**config.mk**
```make
export PLATFORM = sky130hd
export DESIGN_NAME = semiauto_turn_sequencer
export DESIGN_NICKNAME = d
export VERILOG_FILES = /design/src/rtl/semiauto_turn_sequencer.sv
export SDC_FILE = /design/constraint.sdc
export NUM_CORES = 1
export LEC_CHECK = 0
export BUFFER_PORTS_ARGS = -buffer_cell sky130_fd_sc_hd__clkbuf_2
export CAP_MARGIN = 25
export CORE_AREA = 8 8 99 101
export DETAILED_ROUTE_END_ITERATION = 8
export DIE_AREA = 0 0 107 109
export GPL_TIMING_DRIVEN = 0
export RECOVER_POWER = 25
export SLEW_MARGIN = 20
export SYNTH_ARGS = -nofsm -noshare
export SYNTH_HDL_FRONTEND = slang
export SYNTH_SLANG_ARGS = --single-unit
```
**constraint.sdc**
```tcl
create_clock -name sys_clk -period 4.5 [get_ports sys_clk]
set_input_delay 0.45 -clock sys_clk [delete_from_list [all_inputs] [get_ports sys_clk]]
set_output_delay 0.45 -clock sys_clk [all_outputs]
set_load 0.02 [all_outputs]
```
**src/rtl/semiauto_turn_sequencer.sv**
```systemverilog
// Registered state/command stage behind the semi-auto decision logic.
// Times the TURN and COOL phases and drives the motor command and lights.
module semiauto_turn_sequencer #(
    parameter int TICK_DIV = 100000,
    parameter int TURN_MS  = 900,
    parameter int BACK_MS  = 1800,
    parameter int COOL_MS  = 500
) (
    input  logic       sys_clk,
    input  logic       rst,
    input  logic       enable,
    input  logic [1:0] next_state,
    input  logic [3:0] next_moving_state,
    input  logic       back_req,
    output logic [1:0] state,
    output logic [3:0] moving_state,
    output logic       move_forward_light,
    output logic       move_backward_light,
    output logic       turn_left_light,
    output logic       turn_right_light,
    output logic       busy
);

    localparam int PW = (TICK_DIV > 1) ? $clog2(TICK_DIV) : 1;

    typedef enum logic [1:0] {
        S_FWD  = 2'b00,
        S_WAIT = 2'b01,
        S_TURN = 2'b10,
        S_COOL = 2'b11
    } state_t;

    localparam logic [3:0] STOP  = 4'b0000;
    localparam logic [3:0] FWD   = 4'b0001;
    localparam logic [3:0] LEFT  = 4'b0100;
    localparam logic [3:0] RIGHT = 4'b1000;

    localparam logic [PW-1:0] PRE_LAST = PW'(TICK_DIV - 1);
    localparam logic [10:0]   TURN_LD  = 11'(TURN_MS);
    localparam logic [10:0]   BACK_LD  = 11'(BACK_MS);
    localparam logic [10:0]   COOL_LD  = 11'(COOL_MS);

    state_t        st_q, st_d;
    logic [3:0]    mv_q, mv_d;
    logic [3:0]    dir_q, dir_d;
    logic          u_q, u_d;
    logic [10:0]   cnt_q, cnt_d;
    logic [PW-1:0] pre_q, pre_d;

    logic tick;
    logic req_turn, req_fwd, req_wait, req_u;

    assign tick     = (pre_q == PRE_LAST);
    assign req_turn = (next_state == S_TURN) &&
                      (next_moving_state == LEFT ||
                       next_moving_state == RIGHT);
    assign req_fwd  = (next_state == S_FWD) && (next_moving_state == FWD);
    assign req_wait = (next_state == S_WAIT) && (next_moving_state == STOP);
    assign req_u    = back_req && (next_moving_state == RIGHT);

    always_comb begin
        st_d  = st_q;
        mv_d  = mv_q;
        dir_d = dir_q;
        u_d   = u_q;
        cnt_d = cnt_q;
        pre_d = pre_q;
        case (st_q)
            S_TURN: begin
                mv_d  = dir_q;
                pre_d = tick ? '0 : pre_q + PW'(1);
                if (tick) begin
                    if (cnt_q == 11'd1) begin
                        st_d  = S_COOL;
                        mv_d  = FWD;
                        cnt_d = COOL_LD;
                        pre_d = '0;
                    end else if (cnt_q != 11'd0) begin
                        cnt_d = cnt_q - 11'd1;
                    end
                end
            end
            S_COOL: begin
                mv_d  = FWD;
                pre_d = tick ? '0 : pre_q + PW'(1);
                if (tick) begin
                    if (cnt_q == 11'd1) begin
                        st_d  = S_FWD;
                        cnt_d = '0;
                        pre_d = '0;
                        u_d   = 1'b0;
                    end else if (cnt_q != 11'd0) begin
                        cnt_d = cnt_q - 11'd1;
                    end
                end
            end
            default: begin
                cnt_d = '0;
                pre_d = '0;
                unique case (1'b1)
                    req_turn: begin
                        st_d  = S_TURN;
                        mv_d  = next_moving_state;
                        dir_d = next_moving_state;
                        u_d   = req_u;
                        cnt_d = req_u ? BACK_LD : TURN_LD;
                    end
                    req_fwd: begin
                        st_d = S_FWD;
                        mv_d = FWD;
                    end
                    req_wait: begin
                        st_d = S_WAIT;
                        mv_d = STOP;
                    end
                    default: begin
                        st_d = S_WAIT;
                        mv_d = STOP;
                    end
                endcase
            end
        endcase
        // Dropping enable aborts everything, including an active turn.
        if (!enable) begin
            st_d  = S_WAIT;
            mv_d  = STOP;
            dir_d = STOP;
            u_d   = 1'b0;
            cnt_d = '0;
            pre_d = '0;
        end
    end

    always_ff @(posedge sys_clk or negedge rst) begin
        if (!rst) begin
            st_q                <= S_WAIT;
            mv_q                <= STOP;
            dir_q               <= STOP;
            u_q                 <= 1'b0;
            cnt_q               <= '0;
            pre_q               <= '0;
            move_forward_light  <= 1'b0;
            move_backward_light <= 1'b0;
            turn_left_light     <= 1'b0;
            turn_right_light    <= 1'b0;
            busy                <= 1'b0;
        end else begin
            st_q                <= st_d;
            mv_q                <= mv_d;
            dir_q               <= dir_d;
            u_q                 <= u_d;
            cnt_q               <= cnt_d;
            pre_q               <= pre_d;
            move_forward_light  <= (mv_d == FWD);
            move_backward_light <= (st_d == S_TURN) && u_d;
            turn_left_light     <= (mv_d == LEFT);
            turn_right_light    <= (mv_d == RIGHT);
            busy                <= (st_d == S_TURN) || (st_d == S_COOL);
        end
    end

    assign state        = st_q;
    assign moving_state = mv_q;

endmodule

```
-- After elaboration in Yosys (flattened, before gate mapping)
Index checks and enable logic that the tools add are counted.
- flip-flop bits (word level): 44
- input port bits: 10
- output and inout bits: 11
- logic and storage cells: 75
- $add $sub $neg: 2
- eq/ne operators: 17
- multiplexer cells: 34
- reductions and logical operators: 11
- operators by type and width (operator ; number):
    2-to-1 mux 11 bit ; 8
    2-to-1 mux 17 bit ; 5
    2-to-1 mux 4 bit ; 6
    case mux 11 bit (2 select lines) ; 1
    adder 17 x 1 -> 17 bit (second input constant) ; 1
    == test 17 bit (second input constant) ; 1
    case mux 4 bit (2 select lines) ; 2
    == test 11 x 1 -> 1 bit (second input constant) ; 1
    nonzero test 11 bit ; 1
    subtractor 11 x 1 -> 11 bit (second input constant) ; 1
    == test 2 bit (second input constant) ; 5
    2-to-1 mux 2 bit ; 5
    == test 4 x 1 -> 1 bit (second input constant) ; 2
    == test 4 x 3 -> 1 bit (second input constant) ; 2
    == test 4 bit (second input constant) ; 2
    case mux 2 bit (2 select lines) ; 2
    != test 3 bit (second input constant) ; 2
    logical AND 1 bit ; 4
    2-to-1 mux 1 bit ; 4
    AND reduction 2 bit ; 2
    zero test 2 bit ; 1
    logical OR 1 bit ; 2
    != test 2 x 1 -> 1 bit (second input constant) ; 1
    != test 2 bit (second input constant) ; 1
    other kinds (2) ; 2

-- Longest topological paths before layout
Gate-level depths: netlist (run 1).
- depth in word-level cells: 8
- gate-level depth with buffers: 7
- depth with buffers taken out: 7

-- Worst setup path before layout (run 1)
OpenSTA, ideal clock, no wires.
- path kind: register to register
- start: register st_q[1], in the netlist state[1]
- end: register cnt_q[7]
- setup time: 0.069 ns
- arrival time: 2.092 ns
- data required time: 4.431 ns
- setup slack: 2.338 ns
- stages on the path, launching flop included: 7
- buffers on the path: 1
- period minus slack after synthesis: 2.162 ns
- cells stage by stage: dfrtp_1 > or3b_2 > or4_1 > clkbuf_1 > o32ai_1 > o21ai_0 > nand3_1
- word-level cells in the longest chain between the ends: 3
- elaborated cells on any way between the ends: 7
- those cells by class: eq/ne (4); mux (2); reduce/logical (1)
- RTL lines (item ; RTL line ; RTL):
    start: declaration ; 43 ; state_t st_q, st_d;
    start signal: assignment ; 148 ; st_q <= st_d;
    == test 2 bit ; 68 ; case (st_q)
    case mux 11 bit (2 select lines) or != test 3 bit (tied branches) ; -- ;
    2-to-1 mux 11 bit or AND reduction 2 bit (tied branches) ; -- ;
    end signal: assignment ; 152 ; cnt_q <= cnt_d;
    end: declaration ; 47 ; logic [10:0] cnt_q, cnt_d;
Several ways; a longest one is shown, not always the timed one.
A chain may end at the register's enable or synchronous reset.

-- Final worst setup path (run 1)
- start: register cnt_q[2]
- end: register turn_left_light
- word-level cells in the longest chain between the ends: 6
- RTL lines (item ; RTL line ; RTL):
    == test 11 x 1 -> 1 bit ; 73 ; if (cnt_q == 11'd1) begin
    2-to-1 mux 4 bit ; 73 ;
    2-to-1 mux 4 bit ; 72 ; if (tick) begin
    case mux 4 bit (2 select lines) ; 68 ;
    2-to-1 mux 4 bit ; 124 ; if (!enable) begin
    == test 4 x 3 -> 1 bit ; 156 ; turn_left_light <= (mv_d == LEFT);
    end signal: assignment ; 156 ;
    end: declaration ; 19 ; output logic turn_left_light,
Every way passes these cells.

==> results.json, run 1 <==
{
  "seq_area_um2": 1100,
  "area_growth_pct": 15.0,
  "status": "finished with violations",
  "p_leak_nw": 1.19,
  "worstSetupPathType": "register to register",
  "cts_hold_repair.buffers": 0,
  "grt_first_pass_wirelength_mm": 9.61,
  "dp_hpwl_mm": 4.11,
  "wl_mm": 5.45,
  "hp-class": "primary input to asynchronous set/reset pin",
  "tritoncts_clock_tree": "done",
  "placement_rows": 34,
  "gp_congestion": 0.835,
  "powerDensity_nw_per_um2": 279,
  "synth.cell_area_um2": 2390,
  "syn_nets": 268,
  "detailedPlace.worstSlack_ns": 2.00,
  "dr.first_iter.drc_count": 64,
  "cts.htree.levels": 2,
  "grt.overflow.total": 0,
  "synth.distinct_cells": 52,
  "filler_cell_count": 850,
  "timing.max_cap.violations": 1,
  "final_cell_mix": "43 x sky130_fd_sc_hd__dfrtp_1, 36 x sky130_fd_sc_hd__nor2_1, 20 x sky130_fd_sc_hd__nand2_1, 19 x sky130_fd_sc_hd__clkbuf_2, 14 x sky130_fd_sc_hd__o21ai_0",
  "multi_input_logic_area_um2": 1200,
  "floorplan.io_pins": 21,
  "antenna_cells": 0,
  "timing.final.setup_violations": 0,
  "routed_via_density": 5.01,
  "final.min_clock_period_ns": 2.47,
  "critical_path_required_ns": 4.69,
  "die_width_um": 107,
  "drcViolationCount": 0,
  "clock_insertion_delay_worst_skew_ns": 0.30,
  "core_box_area_um2": 8380,
  "die_area_um2": 11700,
  "most_frequent_standard_cell_in_the_layout_excluding_fill_and_tap_cells": "sky130_fd_sc_hd__dfrtp_1",
  "cts.repair.resized": 0,
  "finalCritPeriodShare": 0.549,
  "grt_use_total": 0.0987,
  "maxSlewViolCount": 30,
  "synth_warnings": 0,
  "post-layout-total-power_w": 0.000767,
  "grt_start_max_net_pins": 30,
  "io_buffers": 20,
  "ys_seq_elements": 44,
  "clk_root_buffer_cell": "sky130_fd_sc_hd__clkbuf_8",
  "final-hold-violation-count": 0,
  "maximum_clock_path_buffer_count": 2,
  "fin_nets": 296,
  "fmaxAchievable_mhz": 405,
  "timing.max_slew.rel_slack": -0.0130,
  "layout-drive-gt1-share": 0.141,
  "vias_in_the_first_global_route": 1951,
  "largest_clock_skew_in_the_final_design_ns": 0.00713,
  "worstSetupStartpointType": "register",
  "dominantRegCellSynth": "sky130_fd_sc_hd__dfrtp_1",
  "via_count": 1957,
  "failed_checks": "capacitance limit, slew limit",
  "grt_antenna_before_repair": 0,
  "crit_fanout": 8,
  "avgRoutedWirePerCell_um": 13.9,
  "end_kind": "register",
  "final_core_utilization": 0.328,
  "clk_transition_reported_paths_ns": 0.09,
  "seq_area_frac_synth": 0.462,
  "synth.avg_cell_area_um2": 9.39,
  "setup-tns-final_ns": 0,
  "worstPathArrival_ns": 2.67,
  "async_flop_share": 1.00,
  "timing_worst_slew_pin_value_ns": 1.52,
  "synth_edf_count": 0,
  "number_of_clock_buffers_inserted_by_tritoncts": 5,
  "initial_core_util": 0.285,
  "max-vdd-ir-drop_mv": 0.116,
  "postPlaceCellArea_um2": 2640,
  "dieHeight_um": 109,
  "drtAntennaViolNets": 0,
  "layout.cell_area.non_filler_um2": 2750,
  "grt_setup_unrepaired": "no",
  "cts_post_setup_buffers_inserted": 0,
  "cts.sink_count": 44,
  "pre_repair_dr_iteration_count": 4,
  "postLayoutSetupSlackWorst_ns": 2.03,
  "cells_after_synth": 254
}
==> through the flow <==
step | hold slack, ns | std cells
finish | 0.223 | 391
global route | 0.293 | 391
CTS | 0.0821 | 391
detailed placement | 0.415 | 383
global placement | 0.486 | 382
floorplan | 0.154 | 254
==> worst max-delay path, stage by stage, from the launching register on <==
cell	delay, ns
sky130_fd_sc_hd__dfrtp_1	0.46
sky130_fd_sc_hd__or4_1	0.53
sky130_fd_sc_hd__buf_2	0.18
sky130_fd_sc_hd__nor4b_4	0.41
sky130_fd_sc_hd__a21oi_2	0.15
sky130_fd_sc_hd__a41oi_2	0.30
sky130_fd_sc_hd__nor4bb_2	0.33
==> routing by layer <==
metal | track usage | part of all wire | routed length (µm)
met1 | 0.135 | 0.50 | 2750
met5 | 0 | 0 | 0
met2 | 0.158 | 0.47 | 2570
met4 | 0.0201 | 0.0028 | 15
met3 | 0.0195 | 0.022 | 122
==> cell families (layout without fill, tap and decap cells) <==
group | Yosys count | after routing | synth area share
AND/OR/NAND/NOR | 122 | 122 | 0.277
AO/OA/AOI/OAI | 46 | 46 | 0.135
flip-flops | 44 | 44 | 0.462
buffers and inverters | 19 | 48 | 0.0341
XOR/XNOR | 17 | 17 | 0.0624
adder cells (fa/ha/maj) | 4 | 4 | 0.0210
multiplexers | 2 | 2 | 0.00839
==> registers in the layout, summed over array words and instances (netlist names), 2 cells and up <==
signal	flops
state	2
pre_q	17
cnt_q	11
dir_q	4
moving_state	4
==> final cells by class <==
cell class / count / share of cell area
Inverter: 7 / 0.00957
Clock inverter: 2 / 0.0141
Multi-Input combinational cell: 191 / 0.438
Timing Repair Buffer: 21 / 0.0374
Clock buffer: 6 / 0.0301
Tap cell: 108 / 0.0492
Buffer: 12 / 0.0201
Sequential cell: 44 / 0.402
==> path summary, 6_finish.rpt <==
check	start	endpoint	slack, ns	cells past startpoint
min	rst	pre_q[7]$_DFF_PN0_	0.22	1
max	cnt_q[2]$_DFFE_PN0P_	turn_left_light$_DFF_PN0_	2.03	6
max in group asynchronous	rst	dir_q[0]$_DFFE_PN0P_	2.39	2
min in group sys_clk	next_moving_state[2]	dir_q[2]$_DFFE_PN0P_	0.49	3
max reg2reg	cnt_q[2]$_DFFE_PN0P_	turn_left_light$_DFF_PN0_	2.03	6
min reg2reg	pre_q[0]$_DFF_PN0_	pre_q[0]$_DFF_PN0_	0.51	1
==> where the power goes <==
group	internal [W]	switching [W]
clock network	0.000182	0.000141
logic	0.0000143	0.0000297
registers	0.000398	0.00000226
total	0.000594	0.000173
==> synth_stat cells, types with 3 or more instances <==
| cell type | instances | area, µm² |
|---|---|---|
| sky130_fd_sc_hd__and3_1 | 4 | 25.0 |
| sky130_fd_sc_hd__dfrtp_1 | 43 | 1080 |
| sky130_fd_sc_hd__o21ai_0 | 14 | 70.1 |
| sky130_fd_sc_hd__xnor2_1 | 8 | 70.1 |
| sky130_fd_sc_hd__ha_1 | 4 | 50.1 |
| sky130_fd_sc_hd__clkbuf_1 | 9 | 33.8 |
| sky130_fd_sc_hd__inv_1 | 7 | 26.3 |
| sky130_fd_sc_hd__a21oi_1 | 6 | 30.0 |
| sky130_fd_sc_hd__nor4b_1 | 3 | 26.3 |
| sky130_fd_sc_hd__nor4_1 | 7 | 43.8 |
| sky130_fd_sc_hd__nor2_1 | 36 | 135 |
| sky130_fd_sc_hd__nand2_1 | 20 | 75.1 |
| sky130_fd_sc_hd__nand3_1 | 13 | 65.1 |
| sky130_fd_sc_hd__nor3_1 | 12 | 60.1 |
| sky130_fd_sc_hd__xor2_1 | 9 | 78.8 |
| sky130_fd_sc_hd__or4_1 | 4 | 30.0 |
| sky130_fd_sc_hd__nand4_1 | 4 | 25.0 |
| sky130_fd_sc_hd__and2_1 | 4 | 25.0 |
| sky130_fd_sc_hd__a31oi_1 | 4 | 25.0 |
(Power assumes the default switching activity.)
==> run 2: changes to the inputs <==
==> constraint.sdc (replaced) <==
create_clock -name sys_clk -period 2.28 [get_ports sys_clk]
set_input_delay 0.228 -clock sys_clk [delete_from_list [all_inputs] [get_ports sys_clk]]
set_output_delay 0.228 -clock sys_clk [all_outputs]
set_load 0.02 [all_outputs]
==> run 2 against run 1 <==
  * The run now ends clean
  * Design area rose by 5.0%
  * Core utilization rose by 1.6 points
  * Register-to-register slack got worse by 2.0 ns
  * Sequential share of layout area fell by 1.7 points
  * Non-clock buffer count rose by 6
  * Worst setup slack got worse by 2.0 ns
  * Die area did not move
  * Critical path depth rose by 1
  * Largest power group unchanged
  * Highest routed layer is now met3
==> results.json, run 2 (synthesis results as in run 1) <==
{
  "final.min_clock_period_ns": 2.27,
  "hp-class": "primary input to register",
  "timing.max_slew.rel_slack": 0.438,
  "via_count": 1985,
  "grt_busiest_layer": "met2",
  "fin_nets": 302,
  "placement_rows": 34,
  "die_area_um2": 11700,
  "fmaxAchievable_mhz": 441,
  "crit_chain": "or4_4 > buf_6 > nor4b_4 > buf_4 > a211oi_2 > a2bb2oi_2 > nor4_1",
  "critical_path_required_ns": 2.48,
  "die_width_um": 107,
  "core_box_area_um2": 8380,
  "setup-tns-final_ns": 0,
  "grt_setup_unrepaired": "yes",
  "maxSlewViolCount": 0,
  "cts.htree.levels": 2,
  "number_of_clock_buffers_inserted_by_tritoncts": 5,
  "grt_use_total": 0.0986,
  "grt_first_pass_wirelength_mm": 9.60,
  "dr.first_iter.drc_count": 95,
  "vias_in_the_first_global_route": 1960,
  "area_growth_pct": 20.8,
  "dp_hpwl_mm": 4.11,
  "critical_path.max_stage_delay_ns": 0.55,
  "grt_antenna_before_repair": 0,
  "grt_start_max_net_pins": 30,
  "layout-drive-gt1-share": 0.218,
  "drcViolationCount": 0,
  "clock_insertion_delay_worst_skew_ns": 0.30,
  "floorplan.io_pins": 21,
  "drtAntennaViolNets": 0,
  "grt.overflow.total": 0,
  "avgRoutedWirePerCell_um": 14.1,
  "maximum_clock_path_buffer_count": 2,
  "final_hold_slack_ns": 0.261,
  "regToRegSetupSlack_ns": 0.01,
  "initial_core_util": 0.285,
  "worstSetupPathType": "register to register",
  "clk_root_buffer_cell": "sky130_fd_sc_hd__clkbuf_8",
  "gp_congestion": 0.835,
  "wl_mm": 5.62,
  "timing.final.setup_violations": 0,
  "global_route.usage.met1": 0.134,
  "pre_repair_dr_iteration_count": 4,
  "tritoncts_clock_tree": "done",
  "worstSetupStartpointType": "register",
  "timing.max_cap.violations": 0,
  "timing_worst_slew_pin_value_ns": 0.843,
  "powerDensity_nw_per_um2": 529,
  "final_cell_mix": "39 x sky130_fd_sc_hd__dfrtp_1, 36 x sky130_fd_sc_hd__nor2_1, 22 x sky130_fd_sc_hd__clkbuf_2, 20 x sky130_fd_sc_hd__nand2_1, 14 x sky130_fd_sc_hd__o21ai_0",
  "globalRouteMet3Util": 0.0195,
  "p_leak_nw": 1.24,
  "clk_transition_reported_paths_ns": 0.09,
  "largest_clock_skew_in_the_final_design_ns": 0.00658,
  "finalCritPeriodShare": 0.995,
  "max-vdd-ir-drop_mv": 0.243,
  "cts.sink_count": 44,
  "critical-path-slowest-cell": "sky130_fd_sc_hd__or4_4",
  "fraction_of_met2_tracks_used_by_global_routing": 0.159,
  "dieHeight_um": 109,
  "io_buffers": 20,
  "status": "finished, final reports clean",
  "largest_register_ffs": 17,
  "final-hold-violation-count": 0,
  "most_frequent_standard_cell_in_the_layout_excluding_fill_and_tap_cells": "sky130_fd_sc_hd__dfrtp_1",
  "routed_via_density": 5.00,
  "crit_fanout": 7,
  "end_kind": "register",
  "antenna_cells": 0,
  "worstPathArrival_ns": 2.46,
  "top_regs": "pre_q: 17 flops, cnt_q: 11 flops",
  "largest-register": "pre_q"
}
run 2: report_power, final:
part / internal [W] / leakage (nW) / switching (W)
combinational: 0.0000364 / 0.572 / 0.0000619
sequential: 0.000785 / 0.604 / 0.00000439
clock: 0.000359 / 0.0614 / 0.000278
total: 0.00118 / 1.24 / 0.000345
run 2: layer usage:
layer	up-vias	part of all wire
met3	0	0.037
li1	985	-
met5	-	0
met4	0	0
met2	37	0.49
met1	963	0.48
run 2: worst paths after layout:
| check | from | end | cells after the start |
|---|---|---|---|
| worst max-delay path | cnt_q[2]$_DFFE_PN0P_ | turn_right_light$_DFF_PN0_ | 7 |
| worst min-delay path | next_moving_state[2] | dir_q[2]$_DFFE_PN0P_ | 3 |
| worst max register to register | cnt_q[2]$_DFFE_PN0P_ | turn_right_light$_DFF_PN0_ | 7 |
| worst min register to register | pre_q[0]$_DFF_PN0_ | pre_q[0]$_DFF_PN0_ | 1 |
| max in group asynchronous | rst | state[1]$_DFF_PN0_ | 3 |
| min in group asynchronous | rst | pre_q[7]$_DFF_PN0_ | 2 |
run 2: stage by stage:
stage | std cells | setup slack [ns] | power (W) | instance area (µm²) | utilization
2_1_floorplan | 254 | 0.118 | 0.000850 | 2390 | -
3_3_place_gp | 382 | -0.167 | 0.000891 | 2620 | 0.313
3_5_place_dp | 383 | -0.161 | 0.000897 | 2640 | 0.315
4_1_cts | 393 | 0.00188 | 0.00155 | 2810 | 0.336
5_1_grt | 397 | -0.0968 | 0.00159 | 2880 | 0.344
6_report | 397 | 0.0111 | 0.00152 | 2880 | 0.344
run 2: repair_timing:
action,in CTS,in global routing
pin swaps,5,4
hold endpoints to repair,15,0
hold buffers,1,0
setup buffers,3,5
gates resized for setup,9,14
setup endpoints to repair,12,23
run 2: worst max-delay path, delay by kind of cell (launching register included):
| kind | cells | cell delay (ns) |
|---|---|---|
| AND/OR/NAND/NOR | 3 | 1.10 |
| flip-flops | 1 | 0.47 |
| buffers and inverters | 2 | 0.34 |
| AO/OA/AOI/OAI | 2 | 0.27 |
run 2: final cells by class:
class	count	area (µm²)
Sequential cell	44	1110
Multi-Input combinational cell	191	1270
Inverter	7	26.3
Buffer	9	51.3
Clock buffer	6	82.6
Fill cell	844	5500
Clock inverter	2	38.8
Timing Repair Buffer	30	174
Tap cell	108	135
